### src/rtl/uart_bcd_reporter.sv
// UART transmitter that reports a latched 4-digit BCD value as ASCII digits plus CR LF (8N1, LSB first).
// Outputs are registered one cycle behind the FSM, so the start bit appears one clock after the trigger edge.
module uart_bcd_reporter #(
  parameter int ClkFreq      = 100000000,
  parameter int BaudRate     = 115200,
  parameter bit AutoOnChange = 1'b0
) (
  input  logic        Clk,
  input  logic        Reset,
  input  logic [15:0] Val,
  input  logic        Send,
  output logic        Busy,
  output logic        Done,
  output logic        Tx
);

  localparam int BaudDiv = ClkFreq / BaudRate;
  localparam int CntW    = (BaudDiv > 1) ? $clog2(BaudDiv) : 1;
  localparam logic [CntW-1:0] CntMax = CntW'(BaudDiv - 1);

  typedef enum logic [1:0] {
    IDLE  = 2'd0,
    START = 2'd1,
    DATA  = 2'd2,
    STOP  = 2'd3
  } state_t;

  state_t          state_r;
  state_t          state_s;
  logic [CntW-1:0] baud_cnt_r;
  logic [2:0]      bit_idx_r;
  logic [2:0]      byte_idx_r;
  logic [15:0]     val_r;
  logic            trigger_s;
  logic            tick_s;
  logic [7:0]      byte_s;
  logic            tx_s;
  logic            busy_s;
  logic            done_s;

  function automatic logic [7:0] bcd_ascii(input logic [3:0] nib);
    if (nib <= 4'd9) begin
      return 8'h30 + {4'h0, nib};
    end else begin
      return 8'h3F;
    end
  endfunction

  function automatic logic [7:0] frame_byte(input logic [15:0] v, input logic [2:0] idx);
    case (idx)
      3'd0:    return bcd_ascii(v[15:12]);
      3'd1:    return bcd_ascii(v[11:8]);
      3'd2:    return bcd_ascii(v[7:4]);
      3'd3:    return bcd_ascii(v[3:0]);
      3'd4:    return 8'h0D;
      default: return 8'h0A;
    endcase
  endfunction

  // Auto mode compares against the value of the last frame, not the previous cycle's Val.
  assign trigger_s = (state_r == IDLE) && (Send || (AutoOnChange && (Val != val_r)));
  assign tick_s    = (baud_cnt_r == CntMax);
  assign byte_s    = frame_byte(val_r, byte_idx_r);

  // FSM state register
  always_ff @(posedge Clk or negedge Reset) begin
    if (!Reset) begin
      state_r <= IDLE;
    end else begin
      state_r <= state_s;
    end
  end

  // FSM next-state logic
  always_comb begin
    state_s = state_r;
    case (state_r)
      IDLE:    if (trigger_s) state_s = START; else state_s = IDLE;
      START:   if (tick_s) state_s = DATA; else state_s = START;
      DATA:    if (tick_s && (bit_idx_r == 3'd7)) state_s = STOP; else state_s = DATA;
      STOP: begin
        if (tick_s) begin
          if (byte_idx_r == 3'd5) state_s = IDLE; else state_s = START;
        end else begin
          state_s = STOP;
        end
      end
      default: state_s = IDLE;
    endcase
  end

  // Baud counter, bit/byte indices and value capture
  always_ff @(posedge Clk or negedge Reset) begin
    if (!Reset) begin
      baud_cnt_r <= '0;
      bit_idx_r  <= 3'd0;
      byte_idx_r <= 3'd0;
      val_r      <= 16'h0000;
    end else if (trigger_s) begin
      baud_cnt_r <= '0;
      bit_idx_r  <= 3'd0;
      byte_idx_r <= 3'd0;
      val_r      <= Val;
    end else if (state_r != IDLE) begin
      baud_cnt_r <= tick_s ? '0 : (baud_cnt_r + CntW'(1));
      if (tick_s) begin
        case (state_r)
          DATA:    bit_idx_r  <= bit_idx_r + 3'd1;
          STOP:    byte_idx_r <= (byte_idx_r == 3'd5) ? 3'd0 : (byte_idx_r + 3'd1);
          default: bit_idx_r  <= bit_idx_r;
        endcase
      end
    end
  end

  // FSM output decode; Done fires in the cycle the registered Busy still lags an idle FSM
  always_comb begin
    tx_s   = 1'b1;
    busy_s = (state_r != IDLE);
    done_s = (state_r == IDLE) && Busy;
    case (state_r)
      START:   tx_s = 1'b0;
      DATA:    tx_s = byte_s[bit_idx_r];
      STOP:    tx_s = 1'b1;
      default: tx_s = 1'b1;
    endcase
  end

  // Registered outputs
  always_ff @(posedge Clk or negedge Reset) begin
    if (!Reset) begin
      Tx   <= 1'b1;
      Busy <= 1'b0;
      Done <= 1'b0;
    end else begin
      Tx   <= tx_s;
      Busy <= busy_s;
      Done <= done_s;
    end
  end

endmodule

### config.mk
export PLATFORM = sky130hd
export DESIGN_NAME = uart_bcd_reporter
export DESIGN_NICKNAME = d
export VERILOG_FILES = /design/src/rtl/uart_bcd_reporter.sv
export SDC_FILE = /design/constraint.sdc
export NUM_CORES = 1
export LEC_CHECK = 0
export BUFFER_PORTS_ARGS = -buffer_cell sky130_fd_sc_hd__buf_2
export CELL_PAD_IN_SITES_DETAIL_PLACEMENT = 1
export CELL_PAD_IN_SITES_GLOBAL_PLACEMENT = 2
export CORE_UTILIZATION = 34
export DETAILED_ROUTE_END_ITERATION = 10
export GPL_ROUTABILITY_DRIVEN = 0
export PLACE_DENSITY = 0.82
export SLEW_MARGIN = 20
export SYNTH_ARGS = -nofsm -noshare
export SYNTH_HDL_FRONTEND = slang
export SYNTH_SLANG_ARGS = --single-unit
### constraint.sdc
create_clock -name Clk -period 2.5 [get_ports Clk]
set_clock_uncertainty 0.05 [all_clocks]
set_input_delay 0.25 -clock Clk [delete_from_list [all_inputs] [get_ports Clk]]
set_output_delay 0.25 -clock Clk [all_outputs]
set_load 0.01 [all_outputs]
==> flow_summary.toml, run 1 <==
[clock_network]
clock-root-buffer = "sky130_fd_sc_hd__clkbuf_8"
cts_max_path_buffers = 2
clock_tree_from_tritoncts = "built"
clock_sink_count = 37
post_cts_buffers = 0
cts_htree_levels = 2
clock_latency_of_the_later_clocked_register_in_the_worst_skew_pair_ns = 0.29
cts_inserted_buffers = 5
worst_setup_hold_path_clk_slew_ns = 0.08

[place]
portBuffers = 21
dpl.cell_count = 289
dp_hpwl_um = 3320

[setup_path]
rr_startpoint = "byte_idx_r[2]"
worst-path-max-fanout = 11
worst_setup_path_start_kind = "register"
end_kind = "register"
cp_data_arrival_time_ns = 2.40
r2r_slack_ns = 0.28
worst-endpoint-required_ns = 2.68
crit_type = "reg -> reg"
worstReg2RegEnd = "Tx"
number_of_cell_instances_on_the_worst_register_to_register_path = 6

[logic_synthesis]
synth_top_family_by_area = "compound AO/OA/AOI/OAI gates"
synth.cell_area_mm2 = 0.001978
yosys_warnings = 0
synth_xor_area_share_pct = 1.328
synth_async_sr_flop_share_pct = 100.0
yosys.area_share.adder_pct = 2.530
synthesized_area_fraction_occupied_by_ao_oa_aoi_and_oai_cells_pct = 20.68
number_of_synthesized_flops_with_an_enable_pin = 0
ys_types = 43
yosysSeqAreaShare_pct = 46.87
mux_contribution_to_synthesized_area_pct = 9.614
syn-instance-count = 197
mean_area_per_synthesized_cell_um2 = 10.04
synth_top_flop_cell = "sky130_fd_sc_hd__dfrtp_1"
syn-num-nets = 220
synth_simple_gate_area_share_pct = 16.70
synth.ff_latch_count = 37

[detailed_routing]
drtPass1Iterations = 2
drt_first_iter_violations = 71
post-route-drc-count = 0
via_per_inst = 5.424
drt-wirelength-per-cell_um = 15.59
ant_nets = 0
routed_wl_um = 4630
number_of_vias_in_the_routed_layout = 1611

[floorplan]
starting_utilization_of_the_core_area_pct = 35.70
row_count = 27
dieHeight_um = 78.28
io_pins = 22
fp.dieW_um = 78.28
core_area_mm2 = 0.005540
area_of_the_die_mm2 = 0.006127

[timing]
report.final.slew_viol_count = 0
worstMarginPinSlew_ns = 0.8423
setup_viol = 0
timing.final.crit_share_pct = 88.64
final_period_minus_worst_setup_slack_ns = 2.216
fmaxAchievable_ghz = 0.4512
rsz0062_at_grt = "false"
slew-limit-headroom_pct = 43.85
finalHoldViolations = 0
fin_tns_setup_ns = 0

[layout]
n_antenna_cell = 0
mostFrequentLayoutCells = "sky130_fd_sc_hd__dfrtp_1 (36), sky130_fd_sc_hd__o21ai_0 (21), sky130_fd_sc_hd__buf_2 (21)"
final_nets = 247
mostFrequentLayoutCell = "sky130_fd_sc_hd__dfrtp_1"
drive_gt1_share_pct = 24.44
layout.filler_cells = 654
final-instance-count-excl-fill = 297
area_delta_synth_final_pct = 16.70

[status]
outcome = "finished clean"

[global_routing]
maximum_number_of_pins_on_one_net_before_global_route_repair = 38
antenna_found_initial = 0
grt_use_total_pct = 16.83
grt_pass1_wl_um = 7997
grt_overflow_total = 0
grt_pass1_vias = 1680

[power]
leakage_uw = 0.001007
power.density_cell_area_mw_per_mm2 = 704.5
max-vdd-ir-drop_uv = 345.1

[hold_path]
class_of_the_most_critical_hold_timing_path = "in -> async"

[run]
drv_cap = 0
==> synthesized netlist by cell type (all sizes together) (2+ instances only) <==
cell / count / area share [%]
a211oi: 3 / 1.1
a21o: 3 / 1.1
a21oi: 7 / 1.8
a22o: 6 / 2.7
a31oi: 4 / 1.3
and2: 3 / 0.95
and3: 5 / 1.6
clkbuf: 7 / 1.3
dfrtp: 36 / 46
ha: 4 / 2.5
inv: 5 / 0.95
mux2: 16 / 9.1
nand2: 14 / 2.7
nand3: 6 / 1.5
nand3b: 2 / 0.76
nor2: 17 / 3.2
nor2b: 5 / 1.6
nor3: 4 / 1.3
o21a: 3 / 1.1
o21ai: 21 / 5.3
o311ai: 2 / 0.89
o31ai: 3 / 1.4
o41ai: 2 / 0.89
xnor2: 2 / 0.89
==> report_power, final <==
| group | internal (uW) | switching (uW) |
|---|---|---|
| clock | 325 | 222 |
| combinational | 127 | 138 |
| sequential | 694 | 120 |
| total | 1150 | 480 |
==> cell families (layout without fill, tap and decap cells) <==
family | count (synthesis) | in the layout
adder cells (fa/ha/maj) | 4 | 4
multiplexers | 17 | 17
flip-flops | 37 | 37
AO/OA/AOI/OAI | 61 | 61
buffers and inverters | 12 | 40
AND/OR/NAND/NOR | 63 | 63
XOR/XNOR | 3 | 3
==> stage by stage <==
stage	setup slack (ns)	area (um^2)	power [uW]	hold slack [ns]	util (%)
floorplan	0.3572	1978	982.0	-0.09559	-
global placement	0.3385	2192	1075	0.3565	39.57
detailed placement	0.1929	2192	1094	0.3645	39.57
CTS	0.1632	2308	1649	0.03999	41.67
global route	0.1060	2308	1725	0.08529	41.67
finish	0.2839	2308	1626	0.004405	41.67
==> metal layers <==
metal	up-vias	wire length, um	part of all wire [%]	track usage [%]
met5	-	0	0	0
met4	0	91	2.0	7.037
met3	9	147	3.2	4.302
met2	21	2289	49	27.98
met1	800	2102	45	20.63
li1	781	-	-	-
==> area by class of cell <==
cell class | instances | area [um^2] | share of cell area [%]
clock buffers | 7 | 86.33 | 3.740
clock inverters | 1 | 30.03 | 1.301
inverters | 5 | 18.77 | 0.8130
multi-input cells | 148 | 1006 | 43.58
flip-flops and latches | 37 | 927.1 | 40.16
well taps | 72 | 90.09 | 3.902
repair buffers | 27 | 150.1 | 6.504
==> what timing repair did <==
item / in CTS / in global routing
gates resized for setup: 0 / 1
setup endpoints to repair: 0 / 1
hold buffers: 0 / 0
==> state kept, by name, summed over array words and instances, names as in the netlist <==
signal	count
val_r	16
baud_cnt_r	10
bit_idx_r	3
byte_idx_r	3
state_r	2
Busy	1
Done	1
Tx	1
==> worst max-delay path by stage <==
| stage | startpoint | end | depth (start not counted) |
|---|---|---|---|
| 2_1_floorplan | byte_idx_r[0] | Tx | 7 |
| 3_3_place_gp | byte_idx_r[2] | Tx | 6 |
| 3_5_place_dp | byte_idx_r[2] | Tx | 6 |
| 4_1_cts | byte_idx_r[2] | Tx | 6 |
| 5_1_grt | byte_idx_r[2] | Tx | 6 |
| 6_report | byte_idx_r[2] | Tx | 6 |
==> critical path, cell delays in order (launching register included) <==
cell,delay (ns)
sky130_fd_sc_hd__dfrtp_1,0.55
sky130_fd_sc_hd__inv_1,0.15
sky130_fd_sc_hd__ha_1,0.30
sky130_fd_sc_hd__o311ai_1,0.40
sky130_fd_sc_hd__nor4b_1,0.11
sky130_fd_sc_hd__a2111oi_0,0.41
sky130_fd_sc_hd__a2bb2oi_1,0.18
(Power assumes the default switching activity.)
==> run 2: changes to the inputs <==
==> constraint.sdc (replaced) <==
create_clock -name Clk -period 2.8 [get_ports Clk]
set_clock_uncertainty 0.05 [all_clocks]
set_input_delay 0.14 -clock Clk [delete_from_list [all_inputs] [get_ports Clk]]
set_output_delay 0.14 -clock Clk [all_outputs]
set_load 0.01 [all_outputs]
==> run 2 against run 1 <==
First-iteration DRC count decreased by 30%. Setup slack improved by 0.30 ns. Maximum frequency about the same. Critical path type unchanged. Largest power group unchanged. Highest routed layer unchanged.
==> flow_summary.toml, run 2 (same netlist as run 1, synthesis figures left out) <==
[power]
comb_power_share_pct = 17.4
seq_power_share_pct = 54.3
total_switching_power_uw = 406.2
power.density_cell_area_mw_per_mm2 = 587.4
power_report.internal_total_uw = 929.2
leakage_uw = 0.0009856
clkPwrFrac_pct = 28.3
switching_share_pct = 30.42
max-vdd-ir-drop_uv = 238.4

[layout]
registers.top_by_ff_count = "val_r"
final_cell_area_mm2 = 0.002273
drive_gt1_share_pct = 23.32
n_antenna_cell = 0
mostFrequentLayoutCells = "sky130_fd_sc_hd__dfrtp_1 (36), sky130_fd_sc_hd__o21ai_0 (21), sky130_fd_sc_hd__buf_2 (21)"
area_delta_synth_final_pct = 14.93
final-instance-count-excl-fill = 295
mostFrequentLayoutCell = "sky130_fd_sc_hd__dfrtp_1"
reg.largest.list = "val_r x16, baud_cnt_r x10"
largest_register_ffs = 16
final_nets = 246

[setup_path]
worst-path-max-fanout = 6
worst-endpoint-required_ns = 2.93
worstReg2RegEnd = "byte_idx_r[0]"
worst_setup_path_start_kind = "register"
critical-path-max-stage-delay_ns = 0.50
cp_data_arrival_time_ns = 2.35
rr_startpoint = "baud_cnt_r[0]"
end_kind = "register"
number_of_cell_instances_on_the_worst_register_to_register_path = 5
cp_slowest_cell = "sky130_fd_sc_hd__or4b_4"
r2r_slack_ns = 0.58
critical_path_cell_by_cell = "ha_1, or4b_4, nor3_2, and3_1, mux2_2"
crit_type = "reg -> reg"

[floorplan]
io_pins = 22
fp.dieW_um = 78.28
core_area_mm2 = 0.005540
starting_utilization_of_the_core_area_pct = 35.70
row_count = 27
dieHeight_um = 78.28
area_of_the_die_mm2 = 0.006127

[clock_network]
cts_max_path_buffers = 2
clock-root-buffer = "sky130_fd_sc_hd__clkbuf_8"
clock_sink_count = 37
clock_latency_of_the_later_clocked_register_in_the_worst_skew_pair_ns = 0.29
clock_tree_from_tritoncts = "built"
post_cts_buffers = 0
cts_inserted_buffers = 5
worst_setup_hold_path_clk_slew_ns = 0.07
cts_htree_levels = 2

[timing]
worstMarginPinSlew_ns = 0.8367
report.final.slew_viol_count = 0
finalHoldViolations = 0
rsz0062_at_grt = "false"
fin_tns_setup_ns = 0
fmaxAchievable_ghz = 0.4510
final_period_minus_worst_setup_slack_ns = 2.217
setup_viol = 0
slew-limit-headroom_pct = 44.22
timing.final.crit_share_pct = 79.19

[global_routing]
maximum_number_of_pins_on_one_net_before_global_route_repair = 38
grt_pass1_wl_um = 7596
antenna_found_initial = 0
grt_pass1_vias = 1585
grt_use_total_pct = 16.09
grt_overflow_total = 0

[detailed_routing]
routed_wl_um = 4446
via_per_inst = 5.281
post-route-drc-count = 0
ant_nets = 0
number_of_vias_in_the_routed_layout = 1558
drt_first_iter_violations = 50
drt-wirelength-per-cell_um = 15.07
drtPass1Iterations = 4

[status]
outcome = "finished clean"

[place]
dpl.cell_count = 287
dp_hpwl_um = 3220
dpl_cell_area_mm2 = 0.002177
portBuffers = 21

[hold_path]
min-delay-start = "Val[8]"
hold_path_end = "val_r[8]"
class_of_the_most_critical_hold_timing_path = "in -> reg"
min_delay_path_depth = 3

[run]
drv_cap = 0
[run 2: power by group through the flow]
stage               combinational [uW]  sequential [uW]  clock (uW)
floorplan                          175              701           0
global placement                   229              731           0
detailed placement                 236              732           0
CTS                                238              724         400
global route                       271              740         413
finish                             232              725         378
[run 2: layout make-up]
class                   instances  area [um^2]
fillers                       651         3267
clock buffers                   7        86.33
flip-flops and latches         37        927.1
inverters                       5        18.77
well taps                      72        90.09
repair buffers                 26        145.1
multi-input cells             148         1006
[run 2: per-layer routing]
| metal | part of all wire [%] | GRT usage (%) | routed length, um |
|---|---|---|---|
| met5 | 0 | 0 | 0 |
| met4 | 1.4 | 6.111 | 64 |
| met3 | 3.0 | 3.837 | 134 |
| met2 | 49 | 27.81 | 2200 |
| met1 | 46 | 19.28 | 2047 |
[run 2: worst max path at each step]
| stage | startpoint | endpoint | cells after the start |
|---|---|---|---|
| final | baud_cnt_r[0] | byte_idx_r[0] | 5 |
| after global routing | byte_idx_r[2] | Tx | 6 |
| after CTS | byte_idx_r[2] | Tx | 6 |
| after detailed placement | baud_cnt_r[0] | byte_idx_r[0] | 5 |
| after global placement | byte_idx_r[2] | Tx | 6 |
| after floorplan | byte_idx_r[0] | Tx | 7 |
[run 2: through the flow]
| step | setup WS, ns | util, % | hold slack, ns | power (uW) |
|---|---|---|---|---|
| after floorplan | 0.6572 | - | -0.2056 | 876.8 |
| after global placement | 0.6092 | 39.30 | 0.2430 | 959.7 |
| after detailed placement | 0.5766 | 39.30 | 0.2498 | 968.2 |
| after CTS | 0.5467 | 41.03 | 0.00004116 | 1361 |
| after global routing | 0.3416 | 41.03 | 0.02515 | 1424 |
| final | 0.5826 | 41.03 | 0.006049 | 1335 |
[run 2: worst max-delay path, delay by kind of cell (launching register included)]
family	cells	cell delay, ns
flip-flops	1	0.40
adder cells (fa/ha/maj)	1	0.22
multiplexers	1	0.34
AND/OR/NAND/NOR	3	1.10
[run 2: repair_timing]
item | in CTS | in global routing
hold endpoints to repair | 36 | 0
gates resized for setup | 0 | 0
endpoints found under the setup margin | 0 | 0
hold buffers | 1 | 0
==> run 3: changes to the inputs <==
- CORE_UTILIZATION: 34 -> 33
- PLACE_DENSITY: 0.82 -> 0.83
- clock period: 2.8 -> 1.8 ns (I/O delays scaled with it)
==> run 3 against run 2 <==
The run now ends with negative setup slack left. Setup slack got worse by 0.79 ns. Clock power rose by 71%. Utilization rose by 8.3 points. First-iteration DRC count rose by 24%. Sequential power rose by 48%. Critical path depth did not move. Sequential cell count did not move. Via count rose by 13%. Count of clock-buffer cells in the layout did not move. Design area rose by 22%. Global-route usage rose by 2.1 points. Hold slack improved by 0.19 ns. Highest routed layer unchanged.
==> flow_summary.toml, run 3 (same netlist as run 1, synthesis figures left out) <==
[timing]
finalWorstSetupSlack_ns = -0.2067
finalHoldViolations = 0
slew-limit-headroom_pct = 70.91
report.final.slew_viol_count = 0
worstMarginPinSlew_ns = 0.4364
timing.final.crit_share_pct = 111.5
setup_viol = 18
final_period_minus_worst_setup_slack_ns = 2.007
fmaxAchievable_ghz = 0.4983
rsz0062_at_grt = "true"
finalHoldWorstSlack_ns = 0.1954

[detailed_routing]
drt_first_iter_violations = 62
metal3_wl_um = 93
drt-wirelength-per-cell_um = 15.05
ant_nets = 0
met1_length_um = 2526
via_per_inst = 5.194
highest_layer = "met4"
post-route-drc-count = 0
met2_wirelength_from_detailed_routing_um = 2420
drtPass1Iterations = 4
routed_wl_um = 5116
number_of_vias_in_the_routed_layout = 1766

[layout]
finish.utilization_pct = 49.30
drive_gt1_share_pct = 35.45
registers.top_by_ff_count = "val_r"
n_antenna_cell = 0
reg.largest.list = "val_r x16, baud_cnt_r x10"
final_nets = 290
multiInputGateArea_mm2 = 0.001109
total_area_of_sequential_cells_um2 = 927.1
largest_register_ffs = 16
mostFrequentLayoutCells = "sky130_fd_sc_hd__dfrtp_1 (36), sky130_fd_sc_hd__buf_4 (29), sky130_fd_sc_hd__buf_2 (21)"
mostFrequentLayoutCell = "sky130_fd_sc_hd__dfrtp_1"
layout.filler_cells = 654
final-instance-count-excl-fill = 340
area_delta_synth_final_pct = 40.61

[power]
leakage_uw = 0.001231
max-vdd-ir-drop_uv = 463.5
power.density_cell_area_mw_per_mm2 = 849.5
post-layout-total-power_uw = 2363

[global_routing]
maximum_number_of_pins_on_one_net_before_global_route_repair = 22
antenna_found_initial = 0
grt_pass1_vias = 1803
grt_overflow_total = 0
grt_use_total_pct = 18.18
grt_pass1_wl_um = 8763

[clock_network]
clock_latency_of_the_later_clocked_register_in_the_worst_skew_pair_ns = 0.29
cts_htree_levels = 2
cts_inserted_buffers = 5
worst_setup_hold_path_clk_slew_ns = 0.07
clock_sink_count = 37
cts_max_path_buffers = 2
clock-root-buffer = "sky130_fd_sc_hd__clkbuf_8"
clock_tree_from_tritoncts = "built"

[setup_path]
end_kind = "register"
critical_path_cell_by_cell = "ha_2, or4b_4, or3_4, a22o_1, a22o_1"
number_of_cell_instances_on_the_worst_register_to_register_path = 5
rr_startpoint = "baud_cnt_r[1]"
timing.critical_path.mode_cell = "sky130_fd_sc_hd__a22o_1"
worst_setup_path_start_kind = "register"
r2r_slack_ns = -0.21
cp_slowest_cell = "sky130_fd_sc_hd__or4b_4"
worstReg2RegEnd = "bit_idx_r[1]"
worst-path-max-fanout = 4
crit_family = "simple AND/OR/NAND/NOR gates"
worstPathBufferInverterCount = 0
cp_data_arrival_time_ns = 2.14
critical-path-max-stage-delay_ns = 0.47
worst-endpoint-required_ns = 1.93
crit_type = "reg -> reg"

[hold_path]
hold_path_end = "bit_idx_r[1]"
min_delay_path_depth = 3
min-delay-start = "Send"
class_of_the_most_critical_hold_timing_path = "in -> reg"

[status]
failed_checks = "negative setup slack"
outcome = "finished with violations"

[place]
portBuffers = 21
detailedPlace.worstSlack_ns = -0.2166
dpl.cell_count = 309
dp_hpwl_um = 3599

[floorplan]
starting_utilization_of_the_core_area_pct = 35.06
area_of_the_die_mm2 = 0.006308
fp.dieW_um = 79.43
dieHeight_um = 79.43
io_pins = 22
row_count = 27
core_area_mm2 = 0.005642

[run]
drv_cap = 0
-- run 3: changes by cell type in the layout (fill, tap and decap cells not counted), sizes merged --
| cell | change |
|---|---|
| buf | +28 |
| clkinv | +1 |
| dlygate4sd3 | +16 |
-- run 3: metal layers --
layer	vias up	global-route usage, %
met5	-	0
met1	878	23.94
li1	866	-
met3	6	3.429
met4	0	6.545
met2	16	29.57
-- run 3: layout make-up --
class | count | area share, %
flip-flops and latches | 37 | 33.33
clock buffers | 7 | 3.464
inverters | 5 | 0.6748
repair buffers | 70 | 19.25
well taps | 72 | 3.239
multi-input cells | 148 | 39.86
clock inverters | 1 | 0.1799
-- run 3: worst max-delay path by stage --
stage	from	to	slack, ns	cells past startpoint
after floorplan	baud_cnt_r[0]	bit_idx_r[0]	-0.20	5
after global placement	baud_cnt_r[1]	bit_idx_r[0]	-0.15	5
after detailed placement	byte_idx_r[0]	Tx	-0.22	6
after CTS	baud_cnt_r[1]	bit_idx_r[1]	-0.21	5
after global routing	baud_cnt_r[1]	bit_idx_r[1]	-0.28	5
final	baud_cnt_r[1]	bit_idx_r[1]	-0.21	5
-- run 3: repair_timing --
item	4_1_cts	5_1_grt
endpoints found under the hold margin	33	0
setup endpoints to repair	15	19
hold buffers	17	0
pin swaps	7	4
buffers inserted	5	1
resized for setup	9	14
-- run 3: stage by stage --
step,instance area (um^2),setup TNS [ns]
after global placement,2391,-0.8533
after global routing,2781,-4.080
final,2781,-2.380
after floorplan,2016,-1.743
after detailed placement,2391,-1.700
after CTS,2701,-2.469
-- run 3: report_power, final --
group	leakage (uW)	switching (uW)	internal [uW]
sequential	0.000459	107	964
combinational	0.000717	316	329
clock	0.0000542	301	346
-- run 3: tightest hold or removal path: stages --
cell and delay, ns:
sky130_fd_sc_hd__buf_2 0.12, sky130_fd_sc_hd__o21bai_1 0.10, sky130_fd_sc_hd__a22o_1 0.19
